**config.mk**
```make
export PLATFORM = sky130hd
export DESIGN_NAME = vend_sequencer
export DESIGN_NICKNAME = d
export VERILOG_FILES = /design/src/rtl/vend_sequencer.sv
export SDC_FILE = /design/constraint.sdc
export NUM_CORES = 1
export LEC_CHECK = 0
export ABC_CLOCK_PERIOD_IN_PS = 2300
export BUFFER_PORTS_ARGS = -buffer_cell sky130_fd_sc_hd__buf_4
export CAP_MARGIN = 20
export CORE_UTILIZATION = 54
export CTS_CLUSTER_SIZE = 10
export DETAILED_ROUTE_END_ITERATION = 6
export PLACE_DENSITY = 0.83
export SYNTH_ARGS = -nofsm -noshare
export SYNTH_HDL_FRONTEND = slang
export SYNTH_SLANG_ARGS = --single-unit
```
**constraint.sdc**
```tcl
create_clock -name clk -period 2.3 [get_ports clk]
set_clock_uncertainty 0.2 [all_clocks]
set_input_delay 0.115 -clock clk [delete_from_list [all_inputs] [get_ports clk]]
set_output_delay 0.115 -clock clk [all_outputs]
set_load 0.005 [all_outputs]
```
**src/rtl/vend_sequencer.sv**
```systemverilog
// Drink vending sequencer: cup drop, heat, brew, change eject, fault hold.
// One shared cycle counter times every wait; it clears on each state entry.
module vend_sequencer #(
    parameter int unsigned BREW_CYCLES = 16,
    parameter int unsigned ACK_TIMEOUT = 8,
    parameter int unsigned CUP_TIMEOUT = 32
) (
    input  logic       clk,
    input  logic       reset,
    input  logic       pay_valid,
    input  logic [1:0] change_code,
    input  logic       cup_sense,
    input  logic       temp_ok,
    input  logic       coin_ack,
    output logic       accept_coins,
    output logic       cup_drop,
    output logic       heater_on,
    output logic       valve_open,
    output logic       coin5_eject,
    output logic       coin10_eject,
    output logic       done,
    output logic       fault,
    output logic [2:0] state
);

    typedef enum logic [2:0] {
        S_IDLE  = 3'd0,
        S_CUP   = 3'd1,
        S_HEAT  = 3'd2,
        S_BREW  = 3'd3,
        S_CHG5  = 3'd4,
        S_CHG10 = 3'd5,
        S_DONE  = 3'd6,
        S_FAULT = 3'd7
    } state_t;

    localparam logic [7:0] BREW_LAST = 8'(BREW_CYCLES - 1);
    localparam logic [7:0] ACK_LAST  = 8'(ACK_TIMEOUT - 1);
    localparam logic [7:0] CUP_LAST  = 8'(CUP_TIMEOUT - 1);

    state_t     state_q, state_d;
    logic [7:0] cnt_q, cnt_d;
    logic [1:0] chg_q, chg_d;

    always_comb begin
        state_d = state_q;
        chg_d   = chg_q;
        case (state_q)
            S_IDLE: begin
                if (pay_valid) begin
                    chg_d   = change_code;
                    state_d = S_CUP;
                end
            end
            S_CUP: begin
                // A cup arriving on the last allowed cycle beats the timeout.
                if (cup_sense)
                    state_d = S_HEAT;
                else if (cnt_q == CUP_LAST)
                    state_d = S_FAULT;
            end
            S_HEAT: begin
                if (temp_ok)
                    state_d = S_BREW;
            end
            S_BREW: begin
                if (cnt_q == BREW_LAST) begin
                    if (chg_q[0])
                        state_d = S_CHG5;
                    else if (chg_q[1])
                        state_d = S_CHG10;
                    else
                        state_d = S_DONE;
                end
            end
            S_CHG5: begin
                if (coin_ack) begin
                    chg_d[0] = 1'b0;
                    state_d  = chg_q[1] ? S_CHG10 : S_DONE;
                end else if (cnt_q == ACK_LAST) begin
                    state_d = S_FAULT;
                end
            end
            S_CHG10: begin
                if (coin_ack) begin
                    chg_d[1] = 1'b0;
                    state_d  = S_DONE;
                end else if (cnt_q == ACK_LAST) begin
                    state_d = S_FAULT;
                end
            end
            S_DONE:  state_d = S_IDLE;
            S_FAULT: state_d = S_FAULT;
            default: state_d = S_FAULT;
        endcase
    end

    // Saturate so an indefinite HEAT or FAULT dwell never wraps.
    always_comb begin
        cnt_d = cnt_q;
        if (state_d != state_q)
            cnt_d = 8'd0;
        else if (cnt_q != 8'hFF)
            cnt_d = cnt_q + 8'd1;
    end

    always_ff @(posedge clk) begin
        if (reset) begin
            state_q <= S_IDLE;
            cnt_q   <= 8'd0;
            chg_q   <= 2'b00;
        end else begin
            state_q <= state_d;
            cnt_q   <= cnt_d;
            chg_q   <= chg_d;
        end
    end

    assign accept_coins = (state_q == S_IDLE);
    assign cup_drop     = (state_q == S_CUP) && (cnt_q == 8'd0);
    assign heater_on    = (state_q == S_HEAT);
    assign valve_open   = (state_q == S_BREW);
    assign coin5_eject  = (state_q == S_CHG5);
    assign coin10_eject = (state_q == S_CHG10);
    assign done         = (state_q == S_DONE);
    assign fault        = (state_q == S_FAULT);
    assign state        = state_q;

endmodule

```
== Yosys cells after proc, flatten, opt, wreduce, memory -nomap -nowiden ==
Index checks and enable logic that the tools add are counted.
Widths: inputs -> output; s select.

* Equal/unequal tests: 15
* Reductions and logical operators: 8
* $add $sub $neg: 1
* Muxes and demuxes: 15

{| class="wikitable"
|+ Operator list
! cell !! number
|-
| $mux 3 || 8
|-
| $pmux 3 s8 || 1
|-
| $eq 3x3->1 const B || 4
|-
| $add 8x1->8 const B || 1
|-
| $eq 8x3->1 const B || 1
|-
| $eq 8x4->1 const B || 1
|-
| $eq 8x5->1 const B || 1
|-
| $logic_not 8->1 || 1
|-
| $ne 8x8->1 const B || 1
|-
| $eq 3x2->1 const B || 2
|-
| $mux 2 || 3
|-
| $ne 2x2->1 const B || 3
|-
| $reduce_and 3->1 || 2
|-
| $pmux 1 s2 || 2
|-
| $reduce_bool 2->1 || 2
|-
| $eq 3x1->1 const B || 1
|-
| $logic_not 3->1 || 1
|-
| $ne 3x3->1 || 1
|-
| $reduce_or 2->1 || 1
|-
| $logic_and 1x1->1 || 1
|-
| $mux 1 || 1
|}

* Bits in registers: 13
* Output and inout port bits: 11

== Logic depth before layout (Yosys ltp) ==
* Depth in word-level cells: 6
* Mapped depth: 6

== Least setup slack after synthesis ==
Ideal clock, no wire load.

* Path kind: register to register
* Start point: register cnt_q[1]
* End point: register state_q[1], in the netlist state[1]
* Buffers on the path: 0
* Setup time: 0.059 ns
* Setup slack: 0.586 ns
* Data required time: 2.041 ns
* Cell stages (with the launch flop): 6
* Arrival: 1.455 ns
* Path through: dfxtp_1 > ha_1 > and4_4 > a21oi_2 > o32ai_4 > o21ba_1

* Longest elaborated chain between the ends: 4
* Elaborated cells on any way between the ends: 10
* Those cells by class: eq/ne (3); mux (7)

{| class="wikitable"
|+ Ends and longest elaborated chain
! what !! line !! source
|-
| start: declaration || 42 || <nowiki>logic [7:0] cnt_q, cnt_d;</nowiki>
|-
| start signal: assignment || 114 || <nowiki>cnt_q <= cnt_d;</nowiki>
|-
| $eq 8x3->1 or $eq 8x5->1 (tied branches) || 80, 88, 59 ||
|-
| $mux 3 (on tied branches) || 80, 88, 59 ||
|-
| $mux 3 (on tied branches) || 85, 57, 77 ||
|-
| $pmux 3 s8 (*) || 48 || <nowiki>case (state_q)</nowiki>
|-
| end signal: assignment || 113 || <nowiki>state_q <= state_d;</nowiki>
|-
| end: declaration || 41 || <nowiki>state_t state_q, state_d;</nowiki>
|}

Every way passes the cells marked *; elsewhere a longest branch is shown, timed or not.
A chain may end at the register's enable or synchronous reset.

== Worst setup path in the final report ==
* Start point: register state_q[2], in the netlist state[2]
* End point: output cup_drop

* Longest elaborated chain between the ends: 2

{| class="wikitable"
|+ Ends and longest elaborated chain
! what !! line !! source
|-
| $eq 3x1->1 || 120 || <nowiki>assign cup_drop = (state_q == S_CUP) && (cnt_q == 8'd0);</nowiki>
|-
| $logic_and 1x1->1 || 120 ||
|-
| end: declaration || 16 || <nowiki>output logic cup_drop,</nowiki>
|}

Every way passes these cells.

==> flow_summary.ini <==
[grt]
antenna_found_initial = 0
track_usage_pct = 26.5
grt_pass1_wl_um = 3860
grt_max_degree = 16
grt_remaining_overflow = 0
first_global_vias = 811

[clock_tree]
cts_buffer_depth = 2
clock-sinks = 13
insertion_delay_ns = 0.29
cts-root-buf = clkbuf_4
cts_made_buffers = 3
cts_tree = yes
clkTransAtPathRegs_ns = 0.08
htreeDepth = 1

[timing]
setup_viol = 0
finalHoldViolations = 0
relSlewSlack_pct = 65.2
rsz0062_at_grt = false
setup_tns_ns = 0
worst_pin_slew_ns = 0.518
slew_viol_final = 0
fin_crit_sh_pct = 95.1
layout_setup_ws_ns = 0.112
period_needed_ns = 2.19
holdWs_ns = 0.197
fmax_mhz = 457

[critical_path]
arrival_ns = 1.87
crit_required_ns = 1.99
critPathCaptureType = output port
crit_fanout = 12
start_kind = register
crit_type = reg -> out

[synthesis]
synth_area_leaders = dfxtp_1 (26%), nor2_1 (5.3%), nand3_1 (3.5%)
yosys.area.top_type_share_pct = 26.1
netlist_instances = 114
synth_xor_xnor_area_share_pct = 1.76
ys_seq_elements = 13
synthAdderAreaFrac_pct = 2.51
syn_avg_cell_area_um2 = 8.74
synth.area.mux_share_pct = 3.64
synth.largest_area_cell = dfxtp_1
seq_area_frac_synth_pct = 26.1
synth_cell_types = 45
yosys_warnings = 0
netlist_area_um2 = 996
synthSimpleGateAreaFrac_pct = 38.7
synthesis.nets = 124
synth-compound-area-share_pct = 21.1
synth_top_family_by_area = simple AND/OR/NAND/NOR gates

[floorplanning]
rows = 15
initial_core_util_pct = 57.7
fp.dieW_um = 44.9
die_h_um = 44.9
fp.dieArea_um2 = 2020
core-area_um2 = 1730
io_pins = 19

[layout]
antennaDiodeCount = 0
area_growth_pct = 23.1
nNetsFinal = 148
drive_gt1_share_pct = 29.2
fin_area_um2 = 1230

[outcome]
status = finished, final reports clean

[pwr]
leakage_nw = 0.452
powerDensity_nw_per_um2 = 444
ir_drop_mv = 0.314

[place]
dpl.hpwl_um = 1610
port_buffers = 18
dp_slack_ns = 0.357
place_area_um2 = 1130
globalplace.congestion = 0.846

[drt]
routedWlPerCell_um = 14.6
route.vias.total = 961
drtIter0Drc = 27
drc_errors = 0
wl_um = 2360
dr.pass1.iters = 4
ant_nets = 0
routed_via_density = 5.93

[worst_hold_path]
worstHoldPathType = in -> reg

[job]
max_cap_violations = 0
final timing paths:
check,slack (ns),start,to,cells past startpoint
hold reg to reg,0.33,chg_q[0],chg_q[0],2
setup / recovery,0.11,state[2],cup_drop,4
hold / removal,0.20,cup_sense,state[2],5
setup reg to reg,0.15,state[2],chg_q[1],4
cells by family after synthesis:
logic type	count (synthesis)
buffers and inverters	12
flip-flops	13
AND/OR/NAND/NOR	60
multiplexers	3
XOR/XNOR	2
adder cells (fa/ha/maj)	2
AO/OA/AOI/OAI	22
cells in the final DEF (no fill, tap or decap), types with 2 or more instances in the layout:
cell           synthesis  layout
nand2_1                8       8
clkbuf_4               0       3
nand2b_1               4       4
o21ai_0                3       3
o311ai_0               2       2
nor3_1                 7       7
nor3b_1                3       3
dlygate4sd3_1          0       7
nand3_1                7       7
and3b_1                3       3
ha_1                   2       2
inv_1                  5       5
buf_4                  1      19
nor4_2                 2       2
o2111ai_1              2       2
nor2_1                14      14
dfxtp_1               13      12
nand4_1                2       2
a21oi_1                5       5
Yosys cell counts:
cell type	count
buf_6	1
mux2_2	1
a2111oi_2	1
nand4_1	2
a31oi_1	1
a211oi_4	1
and3b_1	3
nand3_1	7
buf_2	4
nand2b_4	1
o21ai_0	3
a22oi_1	1
nand2_1	8
buf_4	1
o311a_1	1
a2bb2oi_1	1
dfxtp_1	13
o2111ai_1	2
xnor2_1	1
o311ai_0	2
xor2_1	1
nor2_2	1
inv_1	5
o21ba_1	1
or4b_1	1
nor3_4	1
o211ai_4	1
nor3_1	7
and4b_2	1
nand2b_1	4
and3_1	1
mux2_4	1
nor4bb_1	1
and4_4	1
nor2_1	14
mux2i_1	1
nor4_2	2
ha_1	2
a21oi_2	1
o32ai_4	1
nor3b_1	3
a21oi_1	5
clkbuf_1	1
nor4_4	1
nor4b_2	1
flip-flops by register name, indices dropped and copies added (netlist names):
register,cells
cnt_q,8
chg_q,2
state,3
per-layer routing:
layer	global-route usage (%)	vias up	share of wire, %
li1	-	472	-
met2	38.6	29	48
met4	7.27	0	1.7
met5	0	-	0
met3	7.20	8	5.9
met1	38.5	452	45
worst max-delay path, stage by stage (launching register included):
cell	delay, ns
dfxtp_1	0.45
nand2b_4	0.23
or4b_1	0.51
nor3b_1	0.24
buf_4	0.15
cell type report:
cell class                      instances  area [um2]
Tap cell                               25        31.3
Sequential cell                        13         262
Multi-Input combinational cell         89         674
Timing Repair Buffer                   26         213
Clock inverter                          1        5.00
Fill cell                             146         500
Clock buffer                            3        22.5
Inverter                                5        18.8
what timing repair did:
item	4_1_cts	5_1_grt
setup endpoints to repair	0	1
setup buffers	0	0
gates resized for setup	0	1
hold buffers	7	0
hold endpoints to repair	5	0
stage by stage:
stage / power [mW] / cells / utilization, %
2_1_floorplan: 0.344 / 114 / -
3_3_place_gp: 0.385 / 151 / 65.3
3_5_place_dp: 0.389 / 151 / 65.3
4_1_cts: 0.544 / 162 / 70.9
5_1_grt: 0.573 / 162 / 71.0
6_report: 0.544 / 162 / 71.0
power breakdown:
part	internal (mW)	switching, mW
clock	0.0648	0.0811
sequential	0.237	0.0169
combinational	0.0732	0.0718
total	0.375	0.170
Note: power is estimated with default switching activity, not from simulation.
